## src/rtl/link_game_ctrl.sv

```systemverilog
// link_game_ctrl
//   Top-level sequencer for the game. Once per frame tick it walks the
//   player-character datapath, the collision detector and the map renderer
//   through one update: register action, check collision, apply action,
//   draw map, draw character. Each wait state has a watchdog so that a hung
//   unit cannot stall the game.
//
// Parameters
//   FRAME_TICKS  clock cycles per game frame (>= 2)
//   TICK_W       width of the frame counter (2^TICK_W >= FRAME_TICKS)
//   TIMEOUT      max cycles spent in any wait state before forced advance
//   TMO_W        width of the wait counter (2^TMO_W >= TIMEOUT)
//
// Ports
//   clock            in   system clock
//   reset            in   synchronous, active-high reset
//   start            in   level; leaves S_RESET when high
//   collision_done   in   collision detector finished
//   map_done         in   map renderer finished
//   draw_done        in   character sprite finished drawing
//   init .. draw_char out one-hot state strobes (none high in S_RESET)
//   overrun_count    out  saturating count of ticks lost while one was pending
//   timeout_err      out  sticky; set when a wait state is force-advanced
module link_game_ctrl #(
    parameter int FRAME_TICKS = 833333,
    parameter int TICK_W      = 20,
    parameter int TIMEOUT     = 200000,
    parameter int TMO_W       = 18
) (
    input  logic       clock,
    input  logic       reset,
    input  logic       start,
    input  logic       collision_done,
    input  logic       map_done,
    input  logic       draw_done,
    output logic       init,
    output logic       idle,
    output logic       reg_action,
    output logic       check_collision,
    output logic       apply_action,
    output logic       draw_map,
    output logic       draw_char,
    output logic [7:0] overrun_count,
    output logic       timeout_err
);

    typedef enum logic [2:0] {
        S_RESET,
        S_INIT,
        S_IDLE,
        S_REG,
        S_COLL,
        S_APPLY,
        S_MAP,
        S_CHAR
    } state_t;

    localparam logic [TICK_W-1:0] FRAME_LAST = TICK_W'(FRAME_TICKS - 1);
    localparam logic [TMO_W-1:0]  TMO_LAST   = TMO_W'(TIMEOUT - 1);

    state_t             state;
    state_t             state_nxt;
    logic [TICK_W-1:0]  frame_cnt;
    logic [TMO_W-1:0]   wait_cnt;
    logic               pending;
    logic               tick;
    logic               in_wait;
    logic               wait_done;
    logic               timeout;
    logic               advance;

    // Strobe pattern {init, idle, reg, coll, apply, map, char} for a state.
    function automatic logic [6:0] strobes_for(input state_t s);
        logic [6:0] r;
        r = 7'b0000000;
        case (s)
            S_INIT:  r = 7'b1000000;
            S_IDLE:  r = 7'b0100000;
            S_REG:   r = 7'b0010000;
            S_COLL:  r = 7'b0001000;
            S_APPLY: r = 7'b0000100;
            S_MAP:   r = 7'b0000010;
            S_CHAR:  r = 7'b0000001;
            default: r = 7'b0000000;
        endcase
        return r;
    endfunction

    always_comb begin
        // The frame counter only runs once the game is out of reset/init.
        tick = (state != S_RESET) && (state != S_INIT) && (frame_cnt == FRAME_LAST);

        in_wait   = 1'b0;
        wait_done = 1'b0;
        case (state)
            S_COLL: begin
                in_wait   = 1'b1;
                wait_done = collision_done;
            end
            S_MAP: begin
                in_wait   = 1'b1;
                wait_done = map_done;
            end
            S_CHAR: begin
                in_wait   = 1'b1;
                wait_done = draw_done;
            end
            default: begin
                in_wait   = 1'b0;
                wait_done = 1'b0;
            end
        endcase

        // Watchdog fires on the last allowed cycle only if the unit is still busy.
        timeout = in_wait && !wait_done && (wait_cnt == TMO_LAST);
        advance = wait_done || timeout;

        state_nxt = state;
        case (state)
            S_RESET: if (start) state_nxt = S_INIT;
            S_INIT:  state_nxt = S_IDLE;
            S_IDLE:  if (tick || pending) state_nxt = S_REG;
            S_REG:   state_nxt = S_COLL;
            S_COLL:  if (advance) state_nxt = S_APPLY;
            S_APPLY: state_nxt = S_MAP;
            S_MAP:   if (advance) state_nxt = S_CHAR;
            S_CHAR:  if (advance) state_nxt = S_IDLE;
            default: state_nxt = S_RESET;
        endcase
    end

    always_ff @(posedge clock) begin
        if (reset) begin
            state         <= S_RESET;
            init          <= 1'b0;
            idle          <= 1'b0;
            reg_action    <= 1'b0;
            check_collision <= 1'b0;
            apply_action  <= 1'b0;
            draw_map      <= 1'b0;
            draw_char     <= 1'b0;
            frame_cnt     <= '0;
            wait_cnt      <= '0;
            pending       <= 1'b0;
            overrun_count <= 8'd0;
            timeout_err   <= 1'b0;
        end else begin
            state <= state_nxt;
            // Strobes are loaded from the next state so they always match the
            // state register without a combinational decode on the outputs.
            {init, idle, reg_action, check_collision,
             apply_action, draw_map, draw_char} <= strobes_for(state_nxt);

            if ((state == S_RESET) || (state == S_INIT) || tick)
                frame_cnt <= '0;
            else
                frame_cnt <= frame_cnt + TICK_W'(1);

            // A tick seen in IDLE goes straight to REG, so it never sets pending.
            if ((state == S_IDLE) && (state_nxt == S_REG))
                pending <= 1'b0;
            else if (tick)
                pending <= 1'b1;

            if (tick && pending && (state != S_IDLE) && (overrun_count != 8'hFF))
                overrun_count <= overrun_count + 8'd1;

            // Any state change restarts the count, so every wait state is
            // entered with a zero count.
            if (state_nxt != state)
                wait_cnt <= '0;
            else if (in_wait)
                wait_cnt <= wait_cnt + TMO_W'(1);

            if (timeout)
                timeout_err <= 1'b1;
        end
    end

endmodule

```

## config.mk

```make
export PLATFORM = sky130hd
export DESIGN_NAME = link_game_ctrl
export DESIGN_NICKNAME = d
export VERILOG_FILES = /design/src/rtl/link_game_ctrl.sv
export SDC_FILE = /design/constraint.sdc
export NUM_CORES = 1
export LEC_CHECK = 0
export CELL_PAD_IN_SITES_DETAIL_PLACEMENT = 0
export CELL_PAD_IN_SITES_GLOBAL_PLACEMENT = 1
export CORE_MARGIN = 1
export CORE_UTILIZATION = 43
export DETAILED_ROUTE_END_ITERATION = 8
export PLACE_DENSITY_LB_ADDON = 0.1
export SYNTH_ARGS = -nofsm -noshare
export SYNTH_HDL_FRONTEND = slang
export SYNTH_SLANG_ARGS = --single-unit
```

## constraint.sdc

```tcl
create_clock -name clock -period 2.5 [get_ports clock]
set_input_delay 0.25 -clock clock [delete_from_list [all_inputs] [get_ports clock]]
set_output_delay 0.25 -clock clock [all_outputs]
set_load 0.005 [all_outputs]
```

# [After elaboration in Yosys (flattened, before gate mapping)]
# Cells that the tools add are included.
[classes] add_sub_neg=3 eq_ne=20 muxes=9 n_reduce_logical=19
[op_table] op="$pmux 7 s7" count=1
[op_table] op="$eq 3x3->1 const B" count=8
[op_table] op="$pmux 3 s8" count=1
[op_table] op="$add 20x1->20 const B" count=1
[op_table] op="$eq 20x20->1 const B" count=1
[op_table] op="$add 18x1->18 const B" count=1
[op_table] op="$eq 18x18->1 const B" count=1
[op_table] op="$mux 3" count=5
[op_table] op="$eq 3x2->1 const B" count=4
[op_table] op="$add 8x1->8 const B" count=1
[op_table] op="$logic_and 1x1->1" count=8
[op_table] op="$ne 8x8->1 const B" count=1
[op_table] op="$eq 3x1->1 const B" count=2
[op_table] op="$reduce_or 2->1" count=3
[op_table] op="$logic_or 1x1->1" count=4
[op_table] op="$logic_not 3->1" count=1
[op_table] op="$ne 3x1->1 const B" count=1
[op_table] op="$ne 3x2->1 const B" count=1
[op_table] op="$ne 3x3->1" count=1
[op_table] op="$pmux 1 s3" count=1
[op_table] op="$reduce_bool 3->1" count=1
[op_table] op="$reduce_or 3->1" count=1
[op_table] op="$logic_not 1->1" count=1
[op_table] op="$mux 1" count=1
[totals] ff_bits=58 inputBits=6 word_cells=64

# [Longest topological paths before layout]
[logic_depth] word_depth=11 mapped_depth=8 mapped_depth_nobuf=7

# [Worst setup path before layout]
# OpenSTA, ideal clock, no wires.
[synth_path] path_kind="flip-flop to flip-flop" from="register frame_cnt[6]" to="register overrun_count[4]" setup_ns=0.121 arrival_time_ns=1.950 slack_ns=0.429 path_stages_with_launch=7 path_buffers=1 cell_sequence="dfxtp_1 > or4_4 > nor4_4 > nand3_2 > buf_6 > nor3_1 > mux2_2"
[synth_between] elab_chain_len=5
[synth_lines] element="start: declaration" line_no="63" source="logic [TICK_W-1:0] frame_cnt;"
[synth_lines] element="start signal: assignment" line_no="157" source="frame_cnt <= frame_cnt + TICK_W'(1);"
[synth_lines] element="$eq 20x20->1" line_no="91" source="tick = (state != S_RESET) && (state != S_INIT) && (frame_cnt == FRAME_LAST);"
[synth_lines] element="$logic_and 1x1->1" line_no="91"
[synth_lines] element="$logic_and 1x1->1 (3 in series)" line_no="165" source="if (tick && pending && (state != S_IDLE) && (overrun_count != 8'hFF))"
[synth_lines] element="end signal: assignment" line_no="166" source="overrun_count <= overrun_count + 8'd1;"
[synth_lines] element="end: declaration" line_no="43" source="output logic [7:0] overrun_count,"
# No other way between the ends.
# A chain may end at the register's enable or synchronous reset.

# [Final worst setup path]
[layout_path] from="register state[0]" to="register wait_cnt[1]"
[layout_between] elab_chain_len=10 word_cells_on_any_way=28 classes_between="9 x eq/ne; 8 x mux; 11 x reduce/logical"
[layout_lines] element="start: declaration" line_no="61" source="state_t state;"
[layout_lines] element="start signal: assignment" line_no="148" source="state <= state_nxt;"
[layout_lines] element="$eq 3x3->1" line_no="95, 119"
[layout_lines] element="$pmux 1 s3 or $reduce_or 3->1 (tied branches)"
[layout_lines] element="$logic_not 1->1 or $mux 1 (tied branches)" line_no="115, 95"
[layout_lines] element="$logic_and 1x1->1 (2 in series)" line_no="115" source="timeout = in_wait && !wait_done && (wait_cnt == TMO_LAST);"
[layout_lines] element="$logic_or 1x1->1" line_no="116" source="advance = wait_done || timeout;"
[layout_lines] element="$mux 3 (on tied branches)" line_no="127, 124, 126"
[layout_lines] element="$pmux 3 s8" line_no="119" source="case (state)"
[layout_lines] element="$ne 3x3->1" line_no="170" source="if (state_nxt != state)"
[layout_lines] element="$reduce_or 2->1 (no source line)"
[layout_lines] element="end signal: assignment" line_no="173" source="wait_cnt <= wait_cnt + TMO_W'(1);"
[layout_lines] element="end: declaration" line_no="64" source="logic [TMO_W-1:0] wait_cnt;"
# Parallel ways exist; a longest one is shown, timed or not.

==> metrics.txt <==
Num Clock Sinks 58; initial antenna violation count 0; Layout fillers 560; pwr/cell area 581 nW/um^2; endpoints failing setup 0; global route overflow 0; DIE HEIGHT 81.2 um; Starting Density 45.1%; slowest cell delay on critical path 0.57 ns; Worst Tran Pin Value 0.761 ns; Die ar. 6600 sq um; slew margin rel. 49.1%; Post-Layout Cell Count 424; Synth async-reset ratio 0%; Pre-Repair DR Iteration Count 4; area grow syn2layout 17.6%; CP max FO 18; critical path required time 2.76 ns; drt wl/cell 12.1 um; worst clock skew 0.00757 ns; Total Power 1.85 mW; Rows 28; Worst-path clk slew 0.06 ns; placed cell count 408; DRT iter0 DRCs 65; Post-synth EDFFs 0; Setup CP Type flip-flop to flip-flop; Layout Nets 354; Vias/cell 5.15; CTS Root Cell clkbuf_8; first-pass GRT wire length 8.90 mm; die width 81.2 um; hold crit path type flip-flop to flip-flop; minimum clock period 2.33 ns; Setup WS pre-CTS 0.144 ns; CP Cell Sequence mux2_2 -> a32oi_1 -> o31a_1 -> o211ai_2 -> a21oi_1; CP delay by family, top compound AO/OA/AOI/OAI gates; Post-DP HPWL 3.54 mm; leakage power 1.02 nW; status finished clean; Num CTS Buffers 9; final hold violations 0; drt drc 0; Worst Setup End Kind flip-flop; Mapped Nets 328; final number of max-transition violations 0; RePlAce Congestion 0.762; ant diodes 0; setup bufs post-CTS 0; max cap viols 0; CTS tree done; Max VDD drop 0.321 mV; final core occ 53.0%; CORE AREA 5990 sq um; Startpoint Class flip-flop; vias in the first global route 1973; yosys warns 0; count of buffer and inverter cells on the critical path 0; FF+latch count, synth 58; Achievable Freq 429 MHz; mean area per synthesized cell 8.49 sq um; H-tree levels 3; clk buf depth 2; slowest stage cell on the critical path dfxtp_1; Final WS setup 0.168 ns; IO Count 22; largest net degree at the start of global routing 21; DR vias 2183; share of layout cells above drive strength 1 8.88%; RSZ-0062 raised after global routing false; sequential cell area fraction in the yosys report 43.0%; Routed Antenna Nets 0; Synth Flop Type dfxtp_1; GR Util All Layers 17.8%; port bufs 21; Yosys cell types 46; hold buffers post-CTS 0; Final Cycle Share 93.3%; Post-Synthesis Cells 318; Post-Syn Area 2700 sq um; Arr. time, crit path 2.59 ns; Routed WL 5.13 mm; clk_lat worst skew 0.33 ns; Setup TNS 0 ns; post-cts sizing count 0
==> cell families after synthesis <==
logic type                 count (synthesis)  share of synthesized area (%)
AOI/OAI and AO/OA                         28                           6.12
xor gates and xnor gates                  36                           11.7
adders and majority gates                  4                           1.85
buffers and inverters                     28                           4.49
DFF                                       58                           43.0
muxes                                      3                           1.25
and+or+nand+nor                          161                           31.6
==> cells in the mapped netlist (3+ instances only) <==
master | instances | area share, %
clkbuf_1 | 7 | 0.97
and2_1 | 3 | 0.70
xor2_1 | 13 | 4.2
nand3_1 | 19 | 3.5
nor3_1 | 14 | 2.6
o21ai_0 | 7 | 1.3
mux2_2 | 3 | 1.3
nand2_1 | 18 | 2.5
dfxtp_1 | 58 | 43
ha_1 | 4 | 1.9
and3_1 | 9 | 2.1
inv_1 | 15 | 2.1
a21oi_1 | 14 | 2.6
nor2_1 | 53 | 7.4
buf_2 | 3 | 0.56
nor4_1 | 5 | 1.2
nor3b_1 | 3 | 0.83
or3_1 | 5 | 1.2
xnor2_1 | 23 | 7.5
nand4_1 | 10 | 2.3
==> final timing paths <==
| kind | start | endpoint | slack [ns] | cells past startpoint |
|---|---|---|---|---|
| worst max-delay path | state[0]$_SDFF_PP0_ | wait_cnt[1]$_SDFFE_PP0N_ | 0.17 | 5 |
| worst min-delay path | frame_cnt[0]$_SDFF_PP0_ | frame_cnt[0]$_SDFF_PP0_ | 0.47 | 1 |
| worst max register to register | state[0]$_SDFF_PP0_ | wait_cnt[1]$_SDFFE_PP0N_ | 0.17 | 5 |
| worst min register to register | frame_cnt[0]$_SDFF_PP0_ | frame_cnt[0]$_SDFF_PP0_ | 0.47 | 1 |
==> cells in the final DEF, fill, tap and decap left out, drive strengths merged, types with 2 or more instances in the layout <==
| cell | Yosys | layout |
|---|---|---|
| nor2 | 53 | 53 |
| nor3b | 3 | 3 |
| clkbuf | 8 | 14 |
| nor4 | 6 | 6 |
| nand2 | 18 | 18 |
| buf | 5 | 7 |
| or4 | 3 | 3 |
| dfxtp | 58 | 58 |
| and4 | 2 | 2 |
| clkdlybuf4s50 | 0 | 21 |
| xnor2 | 23 | 23 |
| xor2 | 13 | 13 |
| and3 | 10 | 10 |
| inv | 15 | 15 |
| nor3 | 14 | 14 |
| or3 | 5 | 5 |
| nor2b | 2 | 2 |
| nor4bb | 2 | 2 |
| o21ai | 7 | 7 |
| mux2 | 3 | 3 |
| and2 | 4 | 4 |
| a21oi | 14 | 14 |
| nor4b | 2 | 2 |
| nand4 | 10 | 10 |
| nand3 | 20 | 20 |
| ha | 4 | 4 |
| clkinv | 0 | 2 |
| nand2b | 2 | 2 |
==> worst register-to-register path, stage by stage (launching register included) <==
cell and delay (ns):
dfxtp_1 0.57, mux2_2 0.38, a32oi_1 0.26, o31a_1 0.41, o211ai_2 0.42, a21oi_1 0.22
==> stage by stage <==
stage	hold slack, ns	area [sq um]
after floorplan	0.396	2700
final	0.475	3170
after detailed placement	0.468	2990
after global placement	0.462	2990
after CTS	0.482	3170
after global routing	0.502	3170
==> final cells by class <==
cell class	count	area [sq um]	area share (%)
timing repair buffer	28	263	8.28
sequential	58	1160	36.6
inverter	15	56.3	1.77
tap	75	93.8	2.96
multi-input combinational	232	1420	44.7
clock buffer	14	173	5.44
clock inverter	2	10.0	0.315
==> registers in the layout, indices dropped and copies added, names as in the netlist <==
name	cells
apply_action	1
check_collision	1
draw_char	1
draw_map	1
frame_cnt	20
idle	1
init	1
overrun_count	8
pending	1
reg_action	1
state	3
timeout_err	1
wait_cnt	18
==> where the power goes <==
group	switching (mW)	internal (mW)
sequential	0.0193	0.935
clock	0.355	0.438
combinational	0.0549	0.0433
==> metal layers <==
metal	share of wire (%)	global-route usage, %	wire, um	vias to the layer above
met4	2.1	9.64	108	0
met3	3.4	4.04	175	10
met1	51	24.1	2640	994
li1	-	-	-	1145
met5	0	0	0	-
met2	43	26.1	2210	34
Power figures use the tool's default switching activity.
